[src/rtl/mem_stage_if.sv]
// rtl/mem_stage_if.sv - data-memory bus between the memory stage and a single-port 16-bit RAM
interface mem_stage_if #(
  parameter int ADDR_W = 32
) ();
  logic [ADDR_W-1:0] dmem_addr;
  logic [15:0]       dmem_wdata;
  logic              dmem_we;
  logic              dmem_re;
  logic [15:0]       dmem_rdata;

  modport master (
    output dmem_addr,
    output dmem_wdata,
    output dmem_we,
    output dmem_re,
    input  dmem_rdata
  );

  modport slave (
    input  dmem_addr,
    input  dmem_wdata,
    input  dmem_we,
    input  dmem_re,
    output dmem_rdata
  );
endinterface

[src/rtl/mem_stage.sv]
// rtl/mem_stage.sv - memory-access stage: stack pointer, 16/32-bit data memory access, MEM/WB register
module mem_stage #(
  parameter int                ADDR_W   = 32,
  parameter logic [ADDR_W-1:0] SP_RESET = 32'h0000_07FF
) (
  input  logic              clk,
  input  logic              reset,
  input  logic [31:0]       PC_in,
  input  logic [15:0]       Rdst1_val_in,
  input  logic [15:0]       Rdst2_val_in,
  input  logic [15:0]       Rdst_val_in,
  input  logic [15:0]       Rsrc_val_in,
  input  logic [2:0]        Rdst1_in,
  input  logic [2:0]        Rdst2_in,
  input  logic              mem_read_in,
  input  logic              mem_write_in,
  input  logic              mem_type_in,
  input  logic              memToReg_in,
  input  logic              reglow_write_in,
  input  logic              reghigh_write_in,
  input  logic [1:0]        SP_src_in,
  input  logic              mem_addr_src_in,
  input  logic              mem_data_src_in,
  input  logic              PC_push_pop_in,
  input  logic              flags_push_pop_in,
  mem_stage_if.master       dmem,
  output logic              stall_out,
  output logic [ADDR_W-1:0] SP_out,
  output logic [2:0]        POP_flags_val_out,
  output logic              is_POP_flags_out,
  output logic [31:0]       ret_addr_out,
  output logic              do_ret_out,
  output logic [15:0]       Rdst1_val_out,
  output logic [15:0]       Rdst2_val_out,
  output logic [2:0]        Rdst1_out,
  output logic [2:0]        Rdst2_out,
  output logic              reglow_write_out,
  output logic              reghigh_write_out
);

  typedef enum logic {IDLE, SECOND} state_t;

  state_t            state;
  logic [ADDR_W-1:0] sp;
  logic [15:0]       word0_q;

  logic              wr;
  logic              rd;
  logic              access;
  logic              is32;
  logic              push;
  logic              pop;
  logic              in_second;
  logic              stack_down;
  logic [ADDR_W-1:0] base_addr;
  logic [ADDR_W-1:0] addr;
  logic [ADDR_W-1:0] sp_step;
  logic [31:0]       popped;
  logic [15:0]       load_word;

  always_comb begin
    wr         = mem_write_in;
    rd         = mem_read_in & ~mem_write_in;
    access     = wr | rd;
    is32       = access & mem_type_in;
    push       = (SP_src_in == 2'd1);
    pop        = (SP_src_in == 2'd2);
    in_second  = (state == SECOND);
    stack_down = mem_addr_src_in & push;
    sp_step    = is32 ? ADDR_W'(2) : ADDR_W'(1);

    // Pops read above the current SP because SP points at the next free slot.
    if (mem_addr_src_in)
      base_addr = pop ? sp + ADDR_W'(1) : sp;
    else
      base_addr = {{(ADDR_W-16){1'b0}}, Rsrc_val_in};

    if (is32 && in_second)
      addr = stack_down ? base_addr - ADDR_W'(1) : base_addr + ADDR_W'(1);
    else
      addr = base_addr;

    popped    = {dmem.dmem_rdata, word0_q};
    load_word = in_second ? word0_q : dmem.dmem_rdata;
  end

  assign dmem.dmem_addr  = addr;
  assign dmem.dmem_wdata = mem_data_src_in ? ((is32 && !in_second) ? PC_in[31:16] : PC_in[15:0])
                                           : Rdst_val_in;
  assign dmem.dmem_we    = ~reset & wr;
  assign dmem.dmem_re    = ~reset & rd;

  assign stall_out         = ~reset & is32 & ~in_second;
  assign do_ret_out        = ~reset & in_second & rd & PC_push_pop_in;
  assign is_POP_flags_out  = do_ret_out & flags_push_pop_in;
  assign POP_flags_val_out = popped[31:29];
  assign ret_addr_out      = {3'b000, popped[28:0]};
  assign SP_out            = sp;

  always_ff @(posedge clk) begin
    if (reset) begin
      state             <= IDLE;
      sp                <= SP_RESET;
      word0_q           <= 16'h0000;
      Rdst1_val_out     <= 16'h0000;
      Rdst2_val_out     <= 16'h0000;
      Rdst1_out         <= 3'b000;
      Rdst2_out         <= 3'b000;
      reglow_write_out  <= 1'b0;
      reghigh_write_out <= 1'b0;
    end else begin
      case (state)
        IDLE: begin
          if (is32) begin
            state   <= SECOND;
            word0_q <= dmem.dmem_rdata;
          end
        end
        SECOND:  state <= IDLE;
        default: state <= IDLE;
      endcase

      // SP moves only once the whole access (one or two words) is done.
      if (access && (in_second || !is32)) begin
        if (push)
          sp <= sp - sp_step;
        else if (pop)
          sp <= sp + sp_step;
      end

      Rdst1_val_out     <= memToReg_in ? load_word : Rdst1_val_in;
      Rdst2_val_out     <= Rdst2_val_in;
      Rdst1_out         <= Rdst1_in;
      Rdst2_out         <= Rdst2_in;
      reglow_write_out  <= reglow_write_in & ~stall_out;
      reghigh_write_out <= reghigh_write_in & ~stall_out;
    end
  end

endmodule

[src/flat_wrapper.sv]
// flat-port wrapper written by rule: the top's interface ports become plain ports
module mem_stage_flat 
#(
  parameter int                ADDR_W   = 32,
  parameter logic [ADDR_W-1:0] SP_RESET = 32'h0000_07FF
)
  (clk, reset, PC_in, Rdst1_val_in, Rdst2_val_in, Rdst_val_in, Rsrc_val_in, Rdst1_in, Rdst2_in, mem_read_in, mem_write_in, mem_type_in, memToReg_in, reglow_write_in, reghigh_write_in, SP_src_in, mem_addr_src_in, mem_data_src_in, PC_push_pop_in, flags_push_pop_in, stall_out, SP_out, POP_flags_val_out, is_POP_flags_out, ret_addr_out, do_ret_out, Rdst1_val_out, Rdst2_val_out, Rdst1_out, Rdst2_out, reglow_write_out, reghigh_write_out, dmem_dmem_addr, dmem_dmem_wdata, dmem_dmem_we, dmem_dmem_re, dmem_dmem_rdata);
  mem_stage_if #(.ADDR_W(ADDR_W)) dmem_i ();
  input  logic clk;
  input  logic reset;
  input  logic [31:0] PC_in;
  input  logic [15:0] Rdst1_val_in;
  input  logic [15:0] Rdst2_val_in;
  input  logic [15:0] Rdst_val_in;
  input  logic [15:0] Rsrc_val_in;
  input  logic [2:0] Rdst1_in;
  input  logic [2:0] Rdst2_in;
  input  logic mem_read_in;
  input  logic mem_write_in;
  input  logic mem_type_in;
  input  logic memToReg_in;
  input  logic reglow_write_in;
  input  logic reghigh_write_in;
  input  logic [1:0] SP_src_in;
  input  logic mem_addr_src_in;
  input  logic mem_data_src_in;
  input  logic PC_push_pop_in;
  input  logic flags_push_pop_in;
  output logic stall_out;
  output logic [ADDR_W-1:0] SP_out;
  output logic [2:0] POP_flags_val_out;
  output logic is_POP_flags_out;
  output logic [31:0] ret_addr_out;
  output logic do_ret_out;
  output logic [15:0] Rdst1_val_out;
  output logic [15:0] Rdst2_val_out;
  output logic [2:0] Rdst1_out;
  output logic [2:0] Rdst2_out;
  output logic reglow_write_out;
  output logic reghigh_write_out;
  output wire logic [$bits(dmem_i.dmem_addr)-1:0] dmem_dmem_addr;
  output wire logic [$bits(dmem_i.dmem_wdata)-1:0] dmem_dmem_wdata;
  output wire logic [$bits(dmem_i.dmem_we)-1:0] dmem_dmem_we;
  output wire logic [$bits(dmem_i.dmem_re)-1:0] dmem_dmem_re;
  input wire logic [$bits(dmem_i.dmem_rdata)-1:0] dmem_dmem_rdata;
  assign dmem_dmem_addr = dmem_i.dmem_addr;
  assign dmem_dmem_wdata = dmem_i.dmem_wdata;
  assign dmem_dmem_we = dmem_i.dmem_we;
  assign dmem_dmem_re = dmem_i.dmem_re;
  assign dmem_i.dmem_rdata = dmem_dmem_rdata;
  mem_stage #(.ADDR_W(ADDR_W), .SP_RESET(SP_RESET)) u_core (.clk(clk), .reset(reset), .PC_in(PC_in), .Rdst1_val_in(Rdst1_val_in), .Rdst2_val_in(Rdst2_val_in), .Rdst_val_in(Rdst_val_in), .Rsrc_val_in(Rsrc_val_in), .Rdst1_in(Rdst1_in), .Rdst2_in(Rdst2_in), .mem_read_in(mem_read_in), .mem_write_in(mem_write_in), .mem_type_in(mem_type_in), .memToReg_in(memToReg_in), .reglow_write_in(reglow_write_in), .reghigh_write_in(reghigh_write_in), .SP_src_in(SP_src_in), .mem_addr_src_in(mem_addr_src_in), .mem_data_src_in(mem_data_src_in), .PC_push_pop_in(PC_push_pop_in), .flags_push_pop_in(flags_push_pop_in), .dmem(dmem_i), .stall_out(stall_out), .SP_out(SP_out), .POP_flags_val_out(POP_flags_val_out), .is_POP_flags_out(is_POP_flags_out), .ret_addr_out(ret_addr_out), .do_ret_out(do_ret_out), .Rdst1_val_out(Rdst1_val_out), .Rdst2_val_out(Rdst2_val_out), .Rdst1_out(Rdst1_out), .Rdst2_out(Rdst2_out), .reglow_write_out(reglow_write_out), .reghigh_write_out(reghigh_write_out));
endmodule
[config.mk]
export PLATFORM = sky130hd
export DESIGN_NAME = mem_stage_flat
export DESIGN_NICKNAME = d
export VERILOG_FILES = /design/src/rtl/mem_stage_if.sv /design/src/rtl/mem_stage.sv /design/src/flat_wrapper.sv
export SDC_FILE = /design/constraint.sdc
export NUM_CORES = 1
export LEC_CHECK = 0
export CORE_MARGIN = 2
export CORE_UTILIZATION = 40
export CTS_BUF_LIST = sky130_fd_sc_hd__clkbuf_8
export CTS_CLUSTER_DIAMETER = 120
export DETAILED_ROUTE_END_ITERATION = 7
export PLACE_DENSITY = 0.76
export SLEW_MARGIN = 20
export SYNTH_ARGS = -nofsm -noshare
export SYNTH_HDL_FRONTEND = slang
export SYNTH_SLANG_ARGS = --single-unit
[constraint.sdc]
create_clock -name clk -period 5.2 [get_ports clk]
set_clock_uncertainty 0.15 [all_clocks]
set_input_delay 0.52 -clock clk [delete_from_list [all_inputs] [get_ports clk]]
set_output_delay 0.52 -clock clk [all_outputs]
set_load 0.005 [all_outputs]
# Word level (Yosys, flattened, before mapping)
# Cells that the tools add are included.
# totals
reg_bits,89
in_bits,132
out_inout_bits,160
elab_cells,56
# op_classes
n_addsub,5
eq_ne,2
n_mux,13
bitwise,18
n_reduce_logical,9
# ops
cell,count
two-way mux 32 bit,6
adder 32 x 1 -> 32 bit (second input constant),2
two-way mux 16 bit,4
adder 32 bit,1
subtractor 32 x 1 -> 32 bit (second input constant),1
subtractor 32 bit,1
AND 1 bit,13
NOT 1 bit,4
AND reduction 2 bit,2
logical AND 1 bit,3
== test 2 x 1 -> 1 bit (second input constant),1
== test 2 bit (second input constant),1
zero test 1 bit,2
two-way mux 2 bit,1
one-hot mux 1 bit (2 select lines),1
nonzero test 2 bit,1
logical OR 1 bit,1
two-way mux 1 bit,1
OR 1 bit,1

# Depth between registers and ports, before layout
# Gate-level depths: netlist of run 1.
# logic_depth
word_depth,8
ltp_mapped,20
mapped_depth_nobuf,17

# Worst setup path before layout of run 1
# OpenSTA, ideal clock, no wires.
# synth_timing
path_type,input port to output port
startpoint,in SP_src_in[1]
endpoint,out dmem_dmem_addr[31]
arrival_ps,4517
t_required_ps,4530
slack_ps,13
path_stages,14
path_buffers,1
cell_sequence,inv_1 -> ha_1 -> nand2_1 -> inv_1 -> ha_1 -> clkbuf_1 -> nand4_1 -> nor3_1 -> a221o_1 -> o31a_1 -> a311o_1 -> a21oi_1 -> o22ai_1 -> a211o_1
# synth_via
elab_chain_cells,6
elab_cells_between_ends,9
classes_between,add/sub (2); eq/ne (2); mux (4); bitwise (1)
# synth_lines
item,line,rtl
from (decl),flat_wrapper.sv:24,input logic [1:0] SP_src_in;
== test 2 bit,mem_stage.sv:67,pop = (SP_src_in == 2'd2);
two-way mux 32 bit,mem_stage.sv:74,base_addr = pop ? sp + ADDR_W'(1) : sp;
two-way mux 32 bit,mem_stage.sv:73,if (mem_addr_src_in)
adder 32 x 1 -> 32 bit or subtractor 32 x 1 -> 32 bit (tied branches),mem_stage.sv:79,addr = stack_down ? base_addr - ADDR_W'(1) : base_addr + ADDR_W'(1);
two-way mux 32 bit,mem_stage.sv:79,
two-way mux 32 bit (*),mem_stage.sv:78,if (is32 && in_second)
to (decl),flat_wrapper.sv:41,output wire logic [$bits(dmem_i.dmem_addr)-1:0] dmem_dmem_addr;
# Mark *: on every way between the ends. The rest lies on a longest branch, timed or not.

# Worst setup path in the final report of run 1
# layout_timing
startpoint,"reg u_core.sp[8], in the netlist u_core.SP_out[8]"
endpoint,out dmem_dmem_addr[31]
# layout_via
elab_chain_cells,6
elab_cells_between_ends,7
classes_between,add/sub (3); mux (4)
# layout_lines
item,line,rtl
from (decl),mem_stage.sv:44,logic [ADDR_W-1:0] sp;
from (signal assigned),mem_stage.sv:126,sp <= sp - sp_step;
from (signal assigned),mem_stage.sv:128,sp <= sp + sp_step;
adder 32 x 1 -> 32 bit,mem_stage.sv:74,
two-way mux 32 bit (*),mem_stage.sv:74,
two-way mux 32 bit (*),mem_stage.sv:73,
adder 32 x 1 -> 32 bit or subtractor 32 x 1 -> 32 bit (tied branches),mem_stage.sv:79,
two-way mux 32 bit,mem_stage.sv:79,
two-way mux 32 bit (*),mem_stage.sv:78,
# Marked as above.

==> results of run 1 <==
report_power, final:
group	switching, uW	internal (uW)	total, uW
clock	296	188	484
combinational	503	578	1080
sequential	31.7	730	762
cells by family after synthesis:
logic type / count (synthesis) / synth area share (%)
muxes: 26 / 3.43
adders and majority gates: 68 / 11.1
xor gates and xnor gates: 85 / 9.55
DFF: 89 / 22.8
buffers and inverters: 90 / 5.29
and+or+nand+nor: 390 / 23.5
other: 1 / 0.0481
AOI/OAI and AO/OA: 295 / 24.2
registers in the layout, summed over array words and instances, names as in the netlist:
| register | cells |
|---|---|
| u_core.word0_q | 16 |
| u_core.reghigh_write_out | 1 |
| u_core.reglow_write_out | 1 |
| u_core.Rdst2_val_out | 16 |
| u_core.Rdst1_out | 3 |
| u_core.SP_out | 32 |
| u_core.Rdst1_val_out | 16 |
| u_core.Rdst2_out | 3 |
| u_core.in_second | 1 |
path summary, 6_finish.rpt:
| path | start | to | slack (ns) |
|---|---|---|---|
| worst max register to register | u_core.SP_out[0] | u_core.SP_out[30] | 1.58 |
| worst max-delay path | u_core.SP_out[8] | dmem_dmem_addr[31] | 0.21 |
| worst min register to register | u_core.word0_q[3] | u_core.word0_q[3] | 0.33 |
| worst min-delay path | u_core.word0_q[3] | u_core.word0_q[3] | 0.33 |
area by class of cell:
type,instances,area (um^2),share of cell area (%)
clock buffer,9,124,1.02
inverter,18,67.6,0.556
sequential,89,1780,14.7
multi-input combinational,867,5810,47.8
clock inverter,7,72.6,0.597
tap,265,332,2.73
timing repair buffer,433,3960,32.6
what timing repair did:
item,4_1_cts,5_1_grt
setup endpoints to repair,15,19
pin swaps,7,24
setup buffers,2,6
gates resized for setup,24,36
gates cloned,0,0
cells in the final DEF, fill, tap and decap left out, types with 17 or more instances in the layout:
cell type        netlist  layout
inv_1                 18      17
o21ai_0               48      41
a21o_1                31      31
xor2_1                35      34
xnor2_1               50      50
nor2b_1               29      28
clkdlybuf4s50_1        0     279
ha_1                  66      62
buf_4                 19     145
dfxtp_1               89      89
mux2i_1               20      20
a211oi_1              26      24
a31oi_1               22      22
nand2_1              159     159
nor2_1                91      89
and2_1                18      18
a21oi_1               98      86
nand3_1               21      19
layer usage:
layer  vias to the layer above  track usage [%]  routed length (um)
met5                         -                0                   0
met4                         0             7.02                 591
met3                        35             5.06                1790
met2                       258             47.0               13800
met1                      4019             28.2               10700
li1                       4428                -                   -
worst register-to-register path, stage by stage (launching register included):
cell and delay, ns:
dfxtp_1 0.33, buf_4 0.17, inv_1 0.06, ha_1 0.15, inv_1 0.05, fa_1 0.42
a211oi_1 0.41, o21ba_2 0.23, o211ai_1 0.12, a221o_1 0.40, a21oi_2 0.19, o21bai_2 0.12
a221o_1 0.37, a211o_1 0.31, o211ai_1 0.09
through the flow:
stage / util (%) / setup WS [ns]
4_1_cts: 62.2 / -0.0460
6_report: 63.1 / 0.207
2_1_floorplan: - / 0.0131
3_5_place_dp: 60.7 / -0.536
3_3_place_gp: 60.7 / -0.408
5_1_grt: 63.1 / -0.0386
==> impl_metrics.toml, run 1 <==
[run_status]
status = "finished, final reports clean"

[critical_path]
crit_slowest_cell = "dfxtp_1"
max_stage_delay_ns = 0.35
path_depth = 18
path_max_fanout = 4
arrival_ns = 4.32
crit_chain = "and4_2, nand3_4, nor3_2, buf_4, and3_4, nand3_1, xnor2_1, and2_1, ha_1, nand2_1, nor3_1, a221o_1, o31a_1, a311o_1, a21oi_2, mux2i_1, a211o_1, dlygate4sd2_1"
crit_family = "compound AO/OA/AOI/OAI gates"
required_ns = 4.53
cp_num_buf_inv = 2
critical_path_class = "flop to output pin"
rr_worst_depth = 14
cp-end-kind = "output pin"
start_kind = "flop"

[placed_design]
dpl-instance-area_um2 = 11700
gp_congestion = 0.924
placedCellCount = 1664
numPortBuffers = 288
hpwl_um = 21400

[logic_synthesis]
yosys_warnings = 0
synthesis.instances = 1044
ys_seq_area_share_pct = 22.8
synth_cell_types = 62
synth_top_area_cell = "dfxtp_1"
synthTopCellsByArea = "dfxtp_1 23%, ha_1 11%, nand2_1 7.7%"
synth_area_per_cell_um2 = 7.47
syn-cell-area_um2 = 7800
synth-edff-count = 0
ys_ff_latch = 89
synth.most_common_cell = "nand2_1"
synth_flop_cell = "dfxtp_1"
synth-async-reset-ratio_pct = 0
synth.top_cell.area_share_pct = 22.8
synth_commonest_cells = "159 x nand2_1, 98 x a21oi_1, 91 x nor2_1, 89 x dfxtp_1, 66 x ha_1"

[clock_tree]
cts_tree = "built"
root_buffer = "clkbuf_8"
numCtsBuffers = 9
clock_latency_ns = 0.38
clkTransAtPathRegs_ns = 0.10
hold_buffers = 0
clockBufferDepth = 2
h-tree-depth = 3
clock-sinks = 89

[power]
power_density_nw_per_um2 = 192
power.leakage_uw = 0.00525
ir_drop_uv = 128
fin_total_pwr_uw = 2330

[floorplan]
die_h_um = 144
initial_core_util_pct = 40.5
io_pins = 292
dieArea_um2 = 20600
core_um2 = 19300
die_x_um = 144
num_rows = 51

[cells_and_area]
n_fill_cell = 1756
fin_area_um2 = 12200
drive_gt1_share_pct = 15.7
area_delta_synth_final_pct = 55.8
diodes = 0
finalNetCount = 1618
fin_cells = 1688

[sta]
holdWs_ns = 0.330
min_period_ns = 4.99
fin_crit_sh_pct = 96.0
drv_slew = 0
hold_viol_final = 0
fmax_ghz = 0.200
setup_viol = 0
max_slew_margin_pct = 27.3
setup-tns-final_ns = 0
worst_pin_slew_ns = 1.09

[grt]
grt_overflow = 0
antenna_found_initial = 0
grt_max_degree = 62
grt_pass1_wl_um = 41000
grt_pass1_vias = 8327
grt_use_total_pct = 24.9

[drt]
drtAntennaViolNets = 0
drcViolationCount = 0
drt_iter0_drc = 261
first_pass_iters = 4
wl_um = 26900
avgViaCountPerCell = 5.18
vias = 8740
avgRoutedWirePerCell_um = 15.9

[hold_path]
hold_path_depth = 2
min_path_type = "flop to flop"

[flow_run]
drv_cap = 0
Note: power is estimated with default switching activity, not from simulation.
==> run 2: changes to the inputs <==
--- a/config.mk
+++ b/config.mk
@@ -11,7 +11,7 @@
 export CTS_CLUSTER_DIAMETER = 120
 export DETAILED_ROUTE_END_ITERATION = 7
 export PLACE_DENSITY = 0.76
-export SLEW_MARGIN = 20
+export SLEW_MARGIN = 10
 export SYNTH_ARGS = -nofsm -noshare
 export SYNTH_HDL_FRONTEND = slang
 export SYNTH_SLANG_ARGS = --single-unit
==> results of run 2 <==
The final DEF is identical to that of run 1; final timing and power are the same.
==> run 3: changes to the inputs <==
--- a/config.mk
+++ b/config.mk
@@ -11,6 +11,7 @@
 export CTS_CLUSTER_DIAMETER = 120
 export DETAILED_ROUTE_END_ITERATION = 7
 export PLACE_DENSITY = 0.76
+export RECOVER_POWER = 50
 export SLEW_MARGIN = 10
 export SYNTH_ARGS = -nofsm -noshare
 export SYNTH_HDL_FRONTEND = slang
==> impl_metrics.toml, run 3 (same netlist as run 1, synthesis figures left out) <==
[hold_path]
hold_path_depth = 2
min_path_type = "flop to flop"
worstHoldStart = "u_core.word0_q[3]"
hold_end = "u_core.word0_q[3]"

[sta]
holdWs_ns = 0.327
worst_pin_slew_ns = 1.91
max_slew_margin_pct = -27.2
fmax_ghz = 0.200
fin_crit_sh_pct = 96.0
setup_viol = 0
drv_slew = 45
min_period_ns = 4.99
hold_viol_final = 0

[grt]
grt_pass1_wl_um = 41000
grt_overflow = 0
global_route.usage.met1_pct = 28.2
grt_max_degree = 62
met2_usage_pct = 47.0
antenna_found_initial = 0
top_usage_layer = "met2"
grt_pass1_vias = 8327
grt_use_total_pct = 24.9
met3_usage_pct = 5.06

[placed_design]
numPortBuffers = 288
hpwl_um = 21400
placedCellCount = 1664
dpl-instance-area_um2 = 11700
gp_congestion = 0.924

[critical_path]
arrival_ns = 4.32
path_max_fanout = 4
worstReg2RegStart = "u_core.SP_out[0]"
rr_worst_depth = 14
start_kind = "flop"
rrSetupSlack_ns = 1.60
critical_path_class = "flop to output pin"
crit_chain = "and4_2, nand3_4, nor3_2, buf_4, and3_4, nand3_1, xnor2_1, and2_1, ha_1, nand2_1, nor3_1, a221o_1, o31a_1, a311o_1, a21oi_2, mux2i_1, a211o_1, dlygate4sd2_1"
required_ns = 4.53
max_stage_delay_ns = 0.35
r2r_end = "u_core.SP_out[30]"
crit_slowest_cell = "dfxtp_1"
cp-end-kind = "output pin"

[floorplan]
die_h_um = 144
initial_core_util_pct = 40.5
io_pins = 292
die_x_um = 144
dieArea_um2 = 20600
core_um2 = 19300
num_rows = 51

[cells_and_area]
drive_gt1_share_pct = 15.3
finalNetCount = 1618
multi_input_area_um2 = 5810
fin_cells = 1688
final_common_cell = "clkdlybuf4s50_1"
fin_util_pct = 63.0
area_delta_synth_final_pct = 55.6
diodes = 0
mostFrequentLayoutCells = "202 x clkdlybuf4s50_1, 159 x nand2_1, 140 x buf_4, 89 x nor2_1, 89 x dfxtp_1"
largest_register_ffs = 32
n_fill_cell = 1762
seqCellArea_um2 = 1780
fin_area_um2 = 12100

[clock_tree]
clock_latency_ns = 0.38
cts_tree = "built"
hold_buffers = 0
h-tree-depth = 3
numCtsBuffers = 9
clock-sinks = 89
clkTransAtPathRegs_ns = 0.10
clockBufferDepth = 2
root_buffer = "clkbuf_8"

[drt]
drcViolationCount = 0
drt_iter0_drc = 289
avgRoutedWirePerCell_um = 15.9
drtAntennaViolNets = 0
vias = 8762
wl_um = 26900
avgViaCountPerCell = 5.19
first_pass_iters = 5

[power]
power_density_nw_per_um2 = 190
ir_drop_uv = 128
power.leakage_uw = 0.00539

[flow_run]
drv_cap = 1

[run_status]
violations = "max-capacitance violations, max-slew violations"
status = "complete, but fails checks"
## run 3: changes by cell type in the layout (fill, tap and decap cells not counted), sizes merged
cell,delta
clkdlybuf4s50,-77
clkbuf,+6
buf,-6
dlygate4sd3,+77
## run 3: metal layers
layer | up-vias | routed length (um)
li1 | 4425 | -
met1 | 4046 | 10700
met2 | 254 | 13900
met3 | 37 | 1640
met4 | 0 | 599
met5 | - | 0
## run 3: final cells by class
class	instances	share of cell area [%]
sequential	89	14.7
tap	265	2.73
timing repair buffer	433	32.5
multi-input combinational	867	47.9
clock inverter	7	0.598
inverter	18	0.557
clock buffer	9	1.02
## run 3: how the worst max path moves through the flow
stage | startpoint | to | slack [ns] | depth (start not counted)
2_1_floorplan | SP_src_in[1] | dmem_dmem_addr[31] | 0.01 | 14
3_3_place_gp | SP_src_in[1] | dmem_dmem_addr[31] | -0.41 | 17
3_5_place_dp | SP_src_in[1] | dmem_dmem_addr[31] | -0.54 | 17
4_1_cts | SP_src_in[0] | dmem_dmem_addr[31] | -0.05 | 18
5_1_grt | u_core.SP_out[8] | dmem_dmem_addr[22] | -0.04 | 19
6_report | u_core.SP_out[8] | dmem_dmem_addr[31] | 0.21 | 18
## run 3: what timing repair did
| action | in CTS | in global routing |
|---|---|---|
| pin swaps | 7 | 24 |
| resized for setup | 24 | 36 |
| setup buffers | 2 | 6 |
| endpoints found under the setup margin | 15 | 19 |
## run 3: per-stage QoR
stage / worst slack [ns] / total power, uW / setup TNS (ns)
6_report: 0.209 / 2310 / 0
4_1_cts: -0.0460 / 2320 / -0.0487
3_5_place_dp: -0.536 / 1820 / -4.54
2_1_floorplan: 0.0131 / 1310 / 0
3_3_place_gp: -0.408 / 1810 / -3.03
5_1_grt: -0.0387 / 2450 / -0.0530
## run 3: report_power, final
part	leakage (uW)	total, uW	internal (uW)	switching [uW]
logic	0.00455	1060	561	501
clock network	0.0000966	487	188	299
registers	0.000735	760	730	30.2
## run 3: worst max-delay path, delay by kind of cell (launching register included)
family	cells	cell delay (ns)
buffers and inverters	2	0.42
flip-flops	1	0.35
AO/OA/AOI/OAI	5	1.45
adder cells (fa/ha/maj)	1	0.29
XOR/XNOR	1	0.14
AND/OR/NAND/NOR	8	1.20
multiplexers	1	0.11
